==> config.mk <==
export PLATFORM = sky130hd
export DESIGN_NAME = log_mac_accumulator
export DESIGN_NICKNAME = d
export VERILOG_FILES = /design/src/rtl/log_mac_pkg.sv /design/src/rtl/sat_add_signed.sv /design/src/rtl/log_mac_accumulator.sv
export SDC_FILE = /design/constraint.sdc
export NUM_CORES = 1
export LEC_CHECK = 0
export BUFFER_PORTS_ARGS = -buffer_cell sky130_fd_sc_hd__buf_4
export CAP_MARGIN = 10
export CORE_UTILIZATION = 30
export CTS_BUF_LIST = sky130_fd_sc_hd__clkbuf_16
export CTS_CLUSTER_DIAMETER = 60
export DETAILED_ROUTE_END_ITERATION = 12
export PLACE_DENSITY = 0.5
export REMOVE_ABC_BUFFERS = 1
export SLEW_MARGIN = 5
export SYNTH_ARGS = -nofsm -noshare
export SYNTH_HDL_FRONTEND = slang
export SYNTH_SLANG_ARGS = --single-unit
==> constraint.sdc <==
create_clock -name clk -period 7.15 [get_ports clk]
set_clock_uncertainty 0.2 [all_clocks]
set_input_delay 0.3575 -clock clk [delete_from_list [all_inputs] [get_ports clk]]
set_output_delay 0.3575 -clock clk [all_outputs]
set_load 0.05 [all_outputs]
==> src/rtl/log_mac_pkg.sv <==
// Shared definitions for the log-domain MAC accumulation path.
// Holds the accumulator FSM state encoding and the accumulator guard-bit count.
package log_mac_pkg;

  localparam int ACC_GUARD = 8;

  typedef enum logic [1:0] {
    ST_IDLE  = 2'd0,
    ST_ACCUM = 2'd1,
    ST_HOLD  = 2'd2
  } state_e;

endpackage

==> src/rtl/sat_add_signed.sv <==
// Combinational W-bit two's-complement adder with signed-overflow detect.
// Define ACC_SATURATE_EN to clamp the sum on overflow; otherwise it wraps.
module sat_add_signed #(
  parameter int W = 40
) (
  input  logic [W-1:0] a,
  input  logic [W-1:0] b,
  output logic [W-1:0] sum,
  output logic         ovf
);

  logic [W-1:0] raw;

  // NOTE: combinational blocks use blocking '=' so later lines see the fresh value of raw.
  always_comb begin
    raw = a + b;
    ovf = (a[W-1] == b[W-1]) && (raw[W-1] != a[W-1]);
`ifdef ACC_SATURATE_EN
    if (ovf) begin
      sum = a[W-1] ? {1'b1, {(W-1){1'b0}}} : {1'b0, {(W-1){1'b1}}};
    end else begin
      sum = raw;
    end
`else
    sum = raw;
`endif
  end

endmodule

==> src/rtl/log_mac_accumulator.sv <==
// Accumulates signed antilog product terms into a dot product, one term per handshake.
// Define ACC_SATURATE_EN for clamping accumulation with a reported overflow flag.
module log_mac_accumulator
  import log_mac_pkg::*;
#(
  parameter int DataIN_width = 16,
  parameter int ACC_width    = 2*DataIN_width + ACC_GUARD,
  parameter int LEN_width    = 8
) (
  input  logic                      clk,
  input  logic                      rst,
  input  logic [LEN_width-1:0]      cfg_len,
  input  logic                      in_valid,
  output logic                      in_ready,
  input  logic [2*DataIN_width-1:0] in_data,
  input  logic                      in_sign,
  input  logic                      in_zero,
  output logic                      out_valid,
  input  logic                      out_ready,
  output logic [ACC_width-1:0]      out_data,
  output logic                      out_ovf
);

  state_e               state_q, state_d;
  logic [ACC_width-1:0] acc_q, acc_d;
  logic [LEN_width:0]   cnt_q, cnt_d;
  logic [LEN_width-1:0] len_q, len_d;
  logic                 ovf_q, ovf_d;

  logic [ACC_width-1:0] term;
  logic [ACC_width-1:0] add_sum;
  logic                 add_ovf;
  logic                 accept;

  always_comb begin
    term = '0;
    if (!in_zero) begin
      term = ACC_width'(in_data);
      if (in_sign) term = '0 - term;
    end
  end

  sat_add_signed #(.W(ACC_width)) u_add (
    .a   (acc_q),
    .b   (term),
    .sum (add_sum),
    .ovf (add_ovf)
  );

  // NOTE: every signal gets a default first so no branch can leave it unassigned and infer a latch.
  always_comb begin
    state_d  = state_q;
    acc_d    = acc_q;
    cnt_d    = cnt_q;
    len_d    = len_q;
    ovf_d    = ovf_q;
    in_ready = (state_q != ST_HOLD);
    accept   = in_valid && in_ready;
    case (state_q)
      ST_IDLE: begin
        if (accept) begin
          len_d   = (cfg_len == '0) ? LEN_width'(1) : cfg_len;
          acc_d   = term;
          cnt_d   = (LEN_width+1)'(1);
          ovf_d   = 1'b0;
          state_d = (len_d == LEN_width'(1)) ? ST_HOLD : ST_ACCUM;
        end
      end
      ST_ACCUM: begin
        if (accept) begin
          acc_d = add_sum;
          ovf_d = ovf_q | add_ovf;
          cnt_d = cnt_q + (LEN_width+1)'(1);
          if (cnt_d == {1'b0, len_q}) state_d = ST_HOLD;
        end
      end
      ST_HOLD: begin
        if (out_ready) begin
          state_d = ST_IDLE;
          ovf_d   = 1'b0;
        end
      end
      default: state_d = ST_IDLE;
    endcase
  end

  // NOTE: sequential state uses non-blocking '<=' so all flops update together at the edge.
  always_ff @(posedge clk or posedge rst) begin
    if (rst) begin
      state_q <= ST_IDLE;
      acc_q   <= '0;
      cnt_q   <= '0;
      len_q   <= '0;
      ovf_q   <= 1'b0;
    end else begin
      state_q <= state_d;
      acc_q   <= acc_d;
      cnt_q   <= cnt_d;
      len_q   <= len_d;
      ovf_q   <= ovf_d;
    end
  end

  assign out_valid = (state_q == ST_HOLD);
  assign out_data  = out_valid ? acc_q : '0;

`ifdef ACC_SATURATE_EN
  assign out_ovf = out_valid & ovf_q;
`else
  // The wrapped result is the intended output here, so the flag is tracked but not reported.
  assign out_ovf = out_valid & ovf_q & 1'b0;
`endif

endmodule

After elaboration in Yosys (flattened, before gate mapping):

Cells that the tools add are included.

* register bits after elaboration: 59
* input bits: 46
* word-level logic and storage cells: 39
* output and inout bits: 43

* reductions and logical operators: 7
* equality and inequality tests: 9
* multiplexer cells: 16
* $add $sub $neg: 3

Operators by type and width (number)
* $mux 40: 5
* $pmux 40 s2: 1
* $add 40x40->40: 1
* $sub 1x32->33 const A: 1
* $mux 9: 2
* $pmux 9 s2: 1
* $mux 2: 5
* $add 9x1->9 const B: 1
* $eq 9x8->1: 1
* $eq 8x1->1 const B: 1
* $logic_not 8->1: 1
* $mux 8: 1
* $ne 2x2->1 const B: 4
* $pmux 2 s3: 1
* $reduce_and 4->1: 1
* $reduce_and 3->1: 1
* $eq 2x1->1 const B: 1
* $eq 2x2->1 const B: 1
* $logic_not 2->1: 1
* $ne 2x1->1 const B: 1
* $reduce_and 2->1: 1
* $reduce_bool 2->1: 1
* $logic_and 1x1->1: 1

Longest topological paths before layout:

Gate-level depths: netlist of the first run.

* depth in word-level cells: 6
* mapped depth: 19
* gate-level depth less buffers: 18

Modules after synthesis:

From an unflattened synthesis of the first run, not the netlist that was laid out.

* cells, all modules: 839
* area, all modules: 6286.0 sq um

Modules (own cells, without submodules)
* log_mac_accumulator: area each 4028.9 sq um, instances 1, sequential area each 1476.4 sq um, cells an instance 508
* sat_add_signed: area each 2257.2 sq um, instances 1, sequential area each 0.0 sq um, cells an instance 331

Least setup slack after synthesis of the first run:

No wires, ideal clock.

* path type: in2reg
* start point: input in_data[8]
* end point: register acc_q[39]
* path slack: 2.556 ns
* required time: 6.817 ns
* stages: 18
* buffers on the path: 1
* data arrival time: 4.261 ns
* setup time: 0.133 ns
* cell sequence: or3_4 > or4_4 > or4b_4 > nand2b_4 > o31ai_1 > xor2_1 > nor2_1 > ha_1 > clkbuf_1 > a21oi_1 > o21ai_0 > nand4_1 > o211ai_1 > a21oi_1 > o41a_1 > o41a_1 > mux2i_1 > nand4_1

* longest elaborated chain between the ends: 6
* elaborated cells between the ends (all ways): 7
* classes of those cells: 2 x add/sub; 5 x mux

RTL lines
* from (decl): line log_mac_accumulator.sv:15 `input logic [2*DataIN_width-1:0] in_data,`
* $sub 1x32->33: line log_mac_accumulator.sv:39 `if (in_sign) term = '0 - term;`
* $mux 40 *: line log_mac_accumulator.sv:39
* $mux 40 *: line log_mac_accumulator.sv:37 `if (!in_zero) begin`
* $add 40x40->40: line sat_add_signed.sv:16 `raw = a + b;`
* $mux 40: line log_mac_accumulator.sv:70 `if (accept) begin`
* $pmux 40 s2 *: line log_mac_accumulator.sv:59 `case (state_q)`
* to (signal assigned): line log_mac_accumulator.sv:91 `acc_q <= '0;`
* to (signal assigned): line log_mac_accumulator.sv:97 `acc_q <= acc_d;`
* to (decl): line log_mac_accumulator.sv:25 `logic [ACC_width-1:0] acc_q, acc_d;`

Every way passes the cells marked *; elsewhere a longest branch is shown, timed or not. The select of a mux whose other input is x is not followed.
A chain may end at the register's enable or synchronous reset.

Worst setup path after layout of the first run:

Ends and elaborated chain as after synthesis.

==> results of run 1 <==
## where the power goes
group / switching [mW] / internal (mW) / total, mW
Clock: 0.164 / 0.300 / 0.465
Combinational: 0.838 / 0.532 / 1.37
Sequential: 0.123 / 0.467 / 0.590
Total: 1.12 / 1.30 / 2.42
## kinds of logic after synthesis
logic type | Yosys count | share of synthesized area
DFF | 59 | 0.249
muxes | 14 | 0.0253
and+or+nand+nor | 269 | 0.223
adders and majority gates | 42 | 0.0900
xor gates and xnor gates | 76 | 0.112
buffers and inverters | 60 | 0.0389
other | 1 | 0.000633
AOI/OAI and AO/OA | 238 | 0.261
## worst reg2reg max path, stage by stage (launching register included)
cell and delay, ps:
sky130_fd_sc_hd__dfrtp_1 380, sky130_fd_sc_hd__ha_1 310, sky130_fd_sc_hd__a211o_1 340, sky130_fd_sc_hd__a2111oi_2 500
sky130_fd_sc_hd__o21ai_1 150, sky130_fd_sc_hd__a31o_2 260, sky130_fd_sc_hd__a21oi_2 230, sky130_fd_sc_hd__o41a_1 310
sky130_fd_sc_hd__o21ai_0 210, sky130_fd_sc_hd__or4_1 500, sky130_fd_sc_hd__nand4_1 100
## flip-flops by register name, indices dropped and copies added, names as in the netlist
register / cells
cnt_q: 9
acc_q: 40
len_q: 8
state_q: 2
## path summary, 6_finish.rpt
kind / to
worst max register to register: acc_q[39]
worst max-delay path: acc_q[39]
max in group asynchronous: len_q[3]
min in group asynchronous: acc_q[36]
worst min-delay path: state_q[1]
worst min register to register: acc_q[15]
## per-stage QoR
step	hold WS, ps	setup WS (ps)	util	instances	cell area, sq um
after detailed placement	289	2120	0.350	1076	6790
after floorplan	259	2640	-	719	5770
after global routing	13.9	2110	0.366	1091	7100
final	5.82	2420	0.366	1091	7100
after global placement	288	2130	0.350	1076	6790
after CTS	0.860	2440	0.366	1091	7100
## layout by cell type, fill, tap and decap left out, types with 14 or more instances in the layout
cell | netlist | final
sky130_fd_sc_hd__a21oi_1 | 63 | 63
sky130_fd_sc_hd__buf_4 | 1 | 92
sky130_fd_sc_hd__a21o_1 | 14 | 14
sky130_fd_sc_hd__dfrtp_1 | 59 | 59
sky130_fd_sc_hd__o21ai_0 | 64 | 64
sky130_fd_sc_hd__nor2_1 | 73 | 73
sky130_fd_sc_hd__inv_1 | 18 | 17
sky130_fd_sc_hd__nand2_1 | 77 | 77
sky130_fd_sc_hd__and2_1 | 43 | 43
sky130_fd_sc_hd__xnor2_1 | 29 | 29
sky130_fd_sc_hd__ha_1 | 41 | 41
sky130_fd_sc_hd__xor2_1 | 47 | 47
## cell type report
| cell class | count | area [sq um] | share of cell area |
|---|---|---|---|
| Multi-Input combinational cell | 640 | 4220 | 0.594 |
| Inverter | 20 | 75.1 | 0.0106 |
| Clock inverter | 6 | 81.3 | 0.0115 |
| Clock buffer | 9 | 225 | 0.0317 |
| Sequential cell | 59 | 1480 | 0.208 |
| Timing Repair Buffer | 92 | 691 | 0.0973 |
| Tap cell | 265 | 332 | 0.0467 |
## metal layers
| layer | up-vias | global-route usage | part of all wire |
|---|---|---|---|
| li1 | 2863 | - | - |
| met1 | 2583 | 0.265 | 0.51 |
| met2 | 131 | 0.274 | 0.43 |
| met3 | 25 | 0.0252 | 0.046 |
| met4 | 0 | 0.0572 | 0.016 |
| met5 | - | 0 | 0 |
==> impl_metrics.ini, run 1 <==
[timing]
period_share = 0.662
timing.slew.headroom = 0.283
rsz0062_at_grt = false
timing_worst_slew_pin_value_ps = 1070
drv_slew = 0
fin_setup_tns_ps = 0
achievable-frequency_mhz = 211
layout_min_cycle_time_ps = 4730
number_of_hold_violations_in_the_final_report = 0
finalSetupViolations = 0

[critical_path]
critical_path_depth = 18
critPathRequiredTime_ps = 7220
path_class = in2reg
path_delay_family = simple AND/OR/NAND/NOR gates
crit_arrival_ps = 4800
cp-start-kind = input port
slowest_delay_ps = 560
ff2ff_setup_slack_ps = 3600
critical_path.startpoint = in_data[8]
worstPathCellList = buf_4, or3_4, or4_4, or4b_4, nand2b_4, o21ai_0, xor2_1, nor2_1, ha_1, a21oi_1, o21ai_0, nand4_1, o211ai_1, a21oi_1, o41a_1, o21ai_0, or4_1, nand4_1
critical-path-slowest-cell = sky130_fd_sc_hd__or4b_4
timing.critical_path.to_type = register
r2r_start = acc_q[1]
critPathMaxFanout = 7
timing.reg2reg.worst_path_depth = 10
cp.buffers_inverters = 1
critPathMostFrequentCell = sky130_fd_sc_hd__o21ai_0

[logic_synthesis]
synth.lib_cells_used.distinct = 71
synth-seq-area-share = 0.249
synth_edf_count = 0
netlist_instances = 759
post_synth_instance_area_sq_um = 5920
synth_top_area_share = 0.249
ys_seq_elements = 59
synth.largest_area_cell = sky130_fd_sc_hd__dfrtp_1
post_synth.cell_area_avg_sq_um = 7.81
post_synth_main_area_contributors = sky130_fd_sc_hd__dfrtp_1 (25%), sky130_fd_sc_hd__ha_1 (8.7%), sky130_fd_sc_hd__xor2_1 (6.9%)
synth-warning-count = 0
asyncSetResetFlopFracSynth = 1.00
synthTopCellsByCount = sky130_fd_sc_hd__nand2_1 (77), sky130_fd_sc_hd__nor2_1 (73), sky130_fd_sc_hd__o21ai_0 (64), sky130_fd_sc_hd__a21oi_1 (63), sky130_fd_sc_hd__dfrtp_1 (59)
most_repeated_cell_in_the_gate_level_netlist_after_synthesis = sky130_fd_sc_hd__nand2_1
synth-main-ff-cell = sky130_fd_sc_hd__dfrtp_1

[power_and_ir_drop]
power_density_nw_per_um2 = 341
power.total_mw = 2.42
total_leakage_power_nw = 3.16
worst_ir_drop_vdd_v = 0.000118

[run]
cap_viol_max_count = 0

[clock_network]
post_cts_resized = 0
htree_levels = 3
clock_latency_ps = 340
clk_pin_slew_worst_paths_ps = 50
cts_tree = done
clock_tree.root_cell = sky130_fd_sc_hd__clkbuf_16
cts-root-to-sink-buffers = 2
inserted_clock_buffers = 9
postCtsSetupRepairBufs = 0
tritoncts_num_sinks = 59
post_cts_hold_buffer_count = 0

[route]
vias = 5602
drtPass1Iterations = 5
final_antenna_net_count = 0
drtIter0Drc = 444
avgViaCountPerCell = 5.13
average_wire_per_standard_cell_um = 16.1
drc_errors = 0
detail_route.wirelength_um = 17600

[final_layout]
drive_above_1_share = 0.160
nets = 910
diodes = 0
layout-area-overhead-vs-synth_pct = 19.9
layout.filler_cells = 2091

[floorplan]
number_of_rows_in_the_core_area = 51
core-area_sq_um = 19400
die_width_um = 143
die_area_sq_um = 20300
floorplan.die.height_um = 143
pin_count = 89
starting_density = 0.305

[grt]
first_pass_grt_wire_length_um = 28900
grt_start_max_net_pins = 60
gr-total-overflow = 0
track_usage = 0.182
vias_in_the_first_global_route = 5417
grt_antenna_before_repair = 0

[status]
run_status = complete, no violations

[hold_path]
hold_class = in2reg
hold_start = out_ready
timing.hold.worst_path_depth = 2

[placed_design]
port_buffers = 87
routability_congestion = 0.869
place.detailed.hpwl_um = 13100
(Power assumes the default switching activity.)
==> run 2, diff against run 1 <==
- ABC_AREA: unset -> 1
- clock period: 7.15 -> 4.6 ns (I/O delays scaled with it)
==> run 2 against run 1 <==
  * Register-to-register slack got worse by 1800 ps
  * Count of clock-buffer cells in the layout unchanged
  * Total power increased by 61%
  * Largest cell class unchanged
  * Largest power group unchanged
==> impl_metrics.ini, run 2 <==
[clock_network]
clk_pin_slew_worst_paths_ps = 60
htree_levels = 3
clock_tree.root_cell = sky130_fd_sc_hd__clkbuf_16
cts_tree = done
tritoncts_num_sinks = 59
inserted_clock_buffers = 9
clock_latency_ps = 350
cts-root-to-sink-buffers = 2

[floorplan]
core-area_sq_um = 22900
die_width_um = 156
pin_count = 89
floorplan.die.height_um = 156
die_area_sq_um = 24300
starting_density = 0.309
number_of_rows_in_the_core_area = 55

[logic_synthesis]
synth_top_area_share = 0.208
synth.lib_cells_used.distinct = 47
synth-seq-area-share = 0.208
synthTopCellsByCount = sky130_fd_sc_hd__nand2_1 (340), sky130_fd_sc_hd__inv_1 (186), sky130_fd_sc_hd__nor2_1 (161), sky130_fd_sc_hd__nand3_1 (123), sky130_fd_sc_hd__a21oi_1 (74)
most_repeated_cell_in_the_gate_level_netlist_after_synthesis = sky130_fd_sc_hd__nand2_1
synth-main-ff-cell = sky130_fd_sc_hd__dfrtp_1
synth.largest_area_cell = sky130_fd_sc_hd__dfrtp_1
post_synth_main_area_contributors = sky130_fd_sc_hd__dfrtp_1 (21%), sky130_fd_sc_hd__nand2_1 (18%), sky130_fd_sc_hd__inv_1 (9.8%)
post_synth_instance_area_sq_um = 7090
post_synth.cell_area_avg_sq_um = 5.77
asyncSetResetFlopFracSynth = 1.00
netlist_instances = 1229
synth_edf_count = 0
ys_seq_elements = 59
synth-warning-count = 0

[grt]
first_pass_grt_wire_length_um = 42800
gr-total-overflow = 0
track_usage = 0.230
grt_antenna_before_repair = 0
vias_in_the_first_global_route = 7755
grt_start_max_net_pins = 43

[critical_path]
worstPathCellList = buf_4, inv_1, ha_1, nand3_2, nor2_1, and2_1, xor2_1, nand2_1, o21ai_0, nor2_1, ha_1, nand2_1, nor2_1, nand2_1, inv_1, nand4_1, nand3_1, a21oi_1, o21ai_0, nand3_1
critPathMaxFanout = 5
path_delay_family = simple AND/OR/NAND/NOR gates
cp-start-kind = input port
critPathRequiredTime_ps = 4600
cp.buffers_inverters = 3
path_class = in2reg
critical-path-slowest-cell = sky130_fd_sc_hd__ha_1
slowest_delay_ps = 370
timing.critical_path.to_type = register
crit_arrival_ps = 3400

[route]
final_antenna_net_count = 0
average_wire_per_standard_cell_um = 16.3
detail_route.wirelength_um = 26700
avgViaCountPerCell = 4.93
drtPass1Iterations = 5
vias = 8059
drtIter0Drc = 638
drc_errors = 0

[timing]
achievable-frequency_mhz = 294
drv_slew = 0
number_of_hold_violations_in_the_final_report = 0
rsz0062_at_grt = false
finalSetupViolations = 0
fin_setup_tns_ps = 0
timing.slew.headroom = 0.382
timing_worst_slew_pin_value_ps = 926
layout_min_cycle_time_ps = 3400
period_share = 0.739

[placed_design]
routability_congestion = 0.894
port_buffers = 87
place.detailed.hpwl_um = 21700

[power_and_ir_drop]
power.total_mw = 3.90
worst_ir_drop_vdd_v = 0.000202
power_density_nw_per_um2 = 463
total_leakage_power_nw = 4.40

[final_layout]
drive_above_1_share = 0.117
most-common-layout-cells = sky130_fd_sc_hd__nand2_1 (340), sky130_fd_sc_hd__inv_1 (185), sky130_fd_sc_hd__nor2_1 (160), sky130_fd_sc_hd__nand3_1 (123), sky130_fd_sc_hd__buf_4 (94)
layout_top_registers = acc_q x40, cnt_q x9, len_q x8
mostFrequentLayoutCell = sky130_fd_sc_hd__nand2_1
diodes = 0
nets = 1404
largest_reg_flops = 40
top_register = acc_q
layout-area-overhead-vs-synth_pct = 19.0

[status]
run_status = complete, no violations

[run]
cap_viol_max_count = 0

[hold_path]
hold_class = in2reg
[run 2: cell count changes after synthesis, moves of 13 or more]
cell,before,now
sky130_fd_sc_hd__and2_1,43,1
sky130_fd_sc_hd__clkbuf_1,36,10
sky130_fd_sc_hd__inv_1,18,186
sky130_fd_sc_hd__nand2_1,77,340
sky130_fd_sc_hd__nand3_1,11,123
sky130_fd_sc_hd__nor2_1,73,161
sky130_fd_sc_hd__o31ai_1,13,0
sky130_fd_sc_hd__xnor2_1,29,3
sky130_fd_sc_hd__xor2_1,47,11
[run 2: worst paths after layout]
kind | endpoint | slack [ps] | start | cells after the start
min | acc_q[16] | 30 | in_data[16] | 3
max in group asynchronous | acc_q[38] | 2870 | rst | 4
max | acc_q[20] | 1200 | in_data[0] | 20
min reg2reg | len_q[1] | 310 | len_q[1] | 2
min in group asynchronous | acc_q[0] | 390 | rst | 3
max reg2reg | acc_q[20] | 1800 | state_q[0] | 8
[run 2: worst reg2reg max path, delay by kind of cell (launching register included)]
family                 cells  cell delay [ps]
AND/OR/NAND/NOR            3              980
buffers and inverters      3              740
flip-flops                 1              430
AO/OA/AOI/OAI              2              380
[run 2: cell type report]
type	count	area, sq um
Fill cell	2593	14500
Multi-Input combinational cell	950	4770
Sequential cell	59	1480
Timing Repair Buffer	104	806
Inverter	192	721
Tap cell	313	392
Clock buffer	9	225
Clock inverter	7	52.6
[run 2: per-layer routing]
metal / track usage / part of all wire
met1: 0.334 / 0.51
met2: 0.365 / 0.43
met3: 0.0239 / 0.046
met4: 0.0532 / 0.014
met5: 0 / 0
[run 2: timing repair]
item,in CTS,in global routing
setup buffers,0,0
hold buffers,10,0
hold endpoints to repair,39,0
resized for setup,0,0
endpoints found under the setup margin,0,0
[run 2: metrics by stage]
step	hold WS (ps)	cells	setup slack, ps	area [sq um]	utilization
after global placement	226	1608	912	8060	0.352
after global routing	41.6	1634	960	8440	0.368
final	28.8	1634	1200	8440	0.368
after detailed placement	234	1608	915	8060	0.352
after CTS	21.2	1634	1260	8440	0.368
after floorplan	147	1201	1310	6960	-
[run 2: report_power, final]
group,switching (mW),internal (mW),total [mW]
sequential,0.172,0.725,0.897
combinational,1.61,0.735,2.35
clock,0.295,0.367,0.662
total,2.08,1.83,3.90
[run 2: logic make-up (layout without fill, tap and decap cells)]
family          count (synthesis)  count (layout)  share of synthesized area
fa+ha+maj                      42              42                     0.0752
other cells                     1               1                   0.000529
simple gates                  709             709                      0.436
flops                          59              59                      0.208
buf+inv                       220             312                      0.120
compound gates                184             184                      0.142
xor+xnor                       14              14                     0.0173
==> run 3, diff against run 2 <==
- clock period: 4.6 -> 3.2 ns (I/O delays scaled with it)
==> run 3 against run 2 <==
  * Utilization is 4.1 points higher
  * Sequential share of layout area is 1.8 points lower
  * Die area stayed put
  * Combinational power is 64% higher
  * Final cell count is 6.5% higher
  * Largest cell class unchanged
  * Global-route usage is 0.21 points higher
  * The run now ends with hold timing left
  * Critical endpoint is now acc_q[33]
  * Worst setup slack worse by 1000 ps
==> impl_metrics.ini, run 3 (synthesis gave the netlist of run 2 again) <==
[grt]
grt_antenna_before_repair = 0
vias_in_the_first_global_route = 8073
gr-total-overflow = 0
first_pass_grt_wire_length_um = 43200
grt_start_max_net_pins = 44
track_usage = 0.233

[timing]
timing.slew.headroom = 0.355
rsz0062_at_grt = true
finalSetupViolations = 0
period_share = 0.940
number_of_hold_violations_in_the_final_report = 1
fin_setup_tns_ps = 0
setup_ws_ps = 191
timing_worst_slew_pin_value_ps = 966
drv_slew = 0
layout_min_cycle_time_ps = 3010
worst_hold_slack_ps = -11.0
achievable-frequency_mhz = 332

[clock_network]
cts-root-to-sink-buffers = 2
cts_tree = done
tritoncts_num_sinks = 59
clk_pin_slew_worst_paths_ps = 60
postCtsSetupRepairBufs = 0
clock_latency_ps = 350
clock_tree.root_cell = sky130_fd_sc_hd__clkbuf_16
htree_levels = 3
inserted_clock_buffers = 9

[final_layout]
most-common-layout-cells = sky130_fd_sc_hd__nand2_1 (337), sky130_fd_sc_hd__buf_4 (201), sky130_fd_sc_hd__inv_1 (185), sky130_fd_sc_hd__nor2_1 (149), sky130_fd_sc_hd__nand3_1 (119)
mostFrequentLayoutCell = sky130_fd_sc_hd__nand2_1
largest_reg_flops = 40
top_register = acc_q
layout_top_registers = acc_q x40, cnt_q x9, len_q x8
footprint_of_the_multi_input_gates_sq_um = 4880
layout-area-overhead-vs-synth_pct = 32.3
nets = 1512
post-route-util = 0.409
layout.filler_cells = 2544
fin_area_sq_um = 9380
diodes = 0
drive_above_1_share = 0.204
register_area_sq_um = 1480

[status]
violations = hold timing
run_status = finished with violations

[run]
cap_viol_max_count = 0

[route]
detail_route.wirelength_um = 27200
drtPass1Iterations = 6
vias = 8425
avgViaCountPerCell = 4.84
average_wire_per_standard_cell_um = 15.6
final_antenna_net_count = 0
drtIter0Drc = 515
drc_errors = 0

[placed_design]
port_buffers = 87
pre_cts_ws_ps = -305
detailed_place.area_sq_um = 8860
place.detailed.hpwl_um = 22100
routability_congestion = 0.904

[power_and_ir_drop]
power.total_mw = 6.16
total_leakage_power_nw = 4.96
power_density_nw_per_um2 = 656
worst_ir_drop_vdd_v = 0.000241

[critical_path]
critPathMaxFanout = 5
crit_arrival_ps = 3050
timing.critical_path.to_type = register
cp-start-kind = input port
critPathRequiredTime_ps = 3240
path_class = in2reg

[floorplan]
pin_count = 89
starting_density = 0.309
core-area_sq_um = 22900
die_width_um = 156
floorplan.die.height_um = 156
die_area_sq_um = 24300
number_of_rows_in_the_core_area = 55

[hold_path]
hold_class = in2reg
==> run 3: changes by cell type in the layout (fill, tap and decap cells not counted), moves of 3 or more <==
| cell | delta |
|---|---|
| sky130_fd_sc_hd__a21oi_1 | -8 |
| sky130_fd_sc_hd__a21oi_2 | +8 |
| sky130_fd_sc_hd__buf_4 | +107 |
| sky130_fd_sc_hd__nand2_1 | -3 |
| sky130_fd_sc_hd__nand2_2 | +3 |
| sky130_fd_sc_hd__nand3_1 | -4 |
| sky130_fd_sc_hd__nand3_2 | +4 |
| sky130_fd_sc_hd__nor2_1 | -11 |
| sky130_fd_sc_hd__nor2_2 | +7 |
| sky130_fd_sc_hd__nor2_4 | +4 |
| sky130_fd_sc_hd__o21ai_0 | -4 |
| sky130_fd_sc_hd__o21ai_1 | +3 |
==> run 3: path summary, 6_finish.rpt <==
| kind | from | cells past startpoint | slack (ps) | end |
|---|---|---|---|---|
| min in group asynchronous | rst | 3 | 420 | state_q[0] |
| max in group asynchronous | rst | 4 | 1570 | acc_q[21] |
| worst min-delay path | in_data[12] | 4 | -10 | acc_q[12] |
| worst max-delay path | in_data[0] | 19 | 190 | acc_q[33] |
| worst max register to register | acc_q[0] | 15 | 620 | acc_q[30] |
| worst min register to register | len_q[1] | 2 | 300 | len_q[1] |
==> run 3: critical path: stages <==
cell and delay, ps:
sky130_fd_sc_hd__buf_4 110, sky130_fd_sc_hd__inv_1 70, sky130_fd_sc_hd__ha_1 190, sky130_fd_sc_hd__nand3_2 170, sky130_fd_sc_hd__nor2_4 160, sky130_fd_sc_hd__nand2_2 70
sky130_fd_sc_hd__nor2_2 140, sky130_fd_sc_hd__nand3_2 100, sky130_fd_sc_hd__nand2_2 100, sky130_fd_sc_hd__nand2_1 70, sky130_fd_sc_hd__and3_1 140, sky130_fd_sc_hd__ha_1 340
sky130_fd_sc_hd__a21oi_1 250, sky130_fd_sc_hd__o21ai_0 190, sky130_fd_sc_hd__a21oi_1 350, sky130_fd_sc_hd__o21a_1 200, sky130_fd_sc_hd__nand3_1 90, sky130_fd_sc_hd__nand3_1 90
sky130_fd_sc_hd__nand2_1 50
==> run 3: per-layer routing <==
metal,vias up,track usage,wire length (um)
li1,4349,-,-
met1,3856,0.331,13500
met2,198,0.373,12100
met3,22,0.0219,1160
met4,0,0.0635,419
met5,-,0,0
==> run 3: through the flow <==
| stage | instances | hold WS (ps) |
|---|---|---|
| 3_5_place_dp | 1715 | 179 |
| 2_1_floorplan | 1201 | 76.6 |
| 3_3_place_gp | 1715 | 183 |
| 6_report | 1741 | -11.0 |
| 4_1_cts | 1741 | 6.99 |
| 5_1_grt | 1741 | 20.1 |
==> run 3: power by group <==
group | internal, mW | leakage [nW] | switching, mW
Clock | 0.599 | 0.134 | 0.406
Combinational | 1.42 | 4.07 | 2.44
Sequential | 1.04 | 0.753 | 0.247
Total | 3.06 | 4.96 | 3.10
==> run 3: layout make-up <==
type / instances / area share
Clock inverter: 6 / 0.00707
Clock buffer: 9 / 0.0240
Inverter: 192 / 0.0768
Sequential cell: 59 / 0.157
Timing Repair Buffer: 212 / 0.173
Tap cell: 313 / 0.0417
Multi-Input combinational cell: 950 / 0.520
==> run 3: what timing repair did <==
action | 4_1_cts | 5_1_grt
resized for setup | 0 | 39
endpoints found under the setup margin | 0 | 20
endpoints found under the hold margin | 52 | 0
hold buffers | 11 | 0
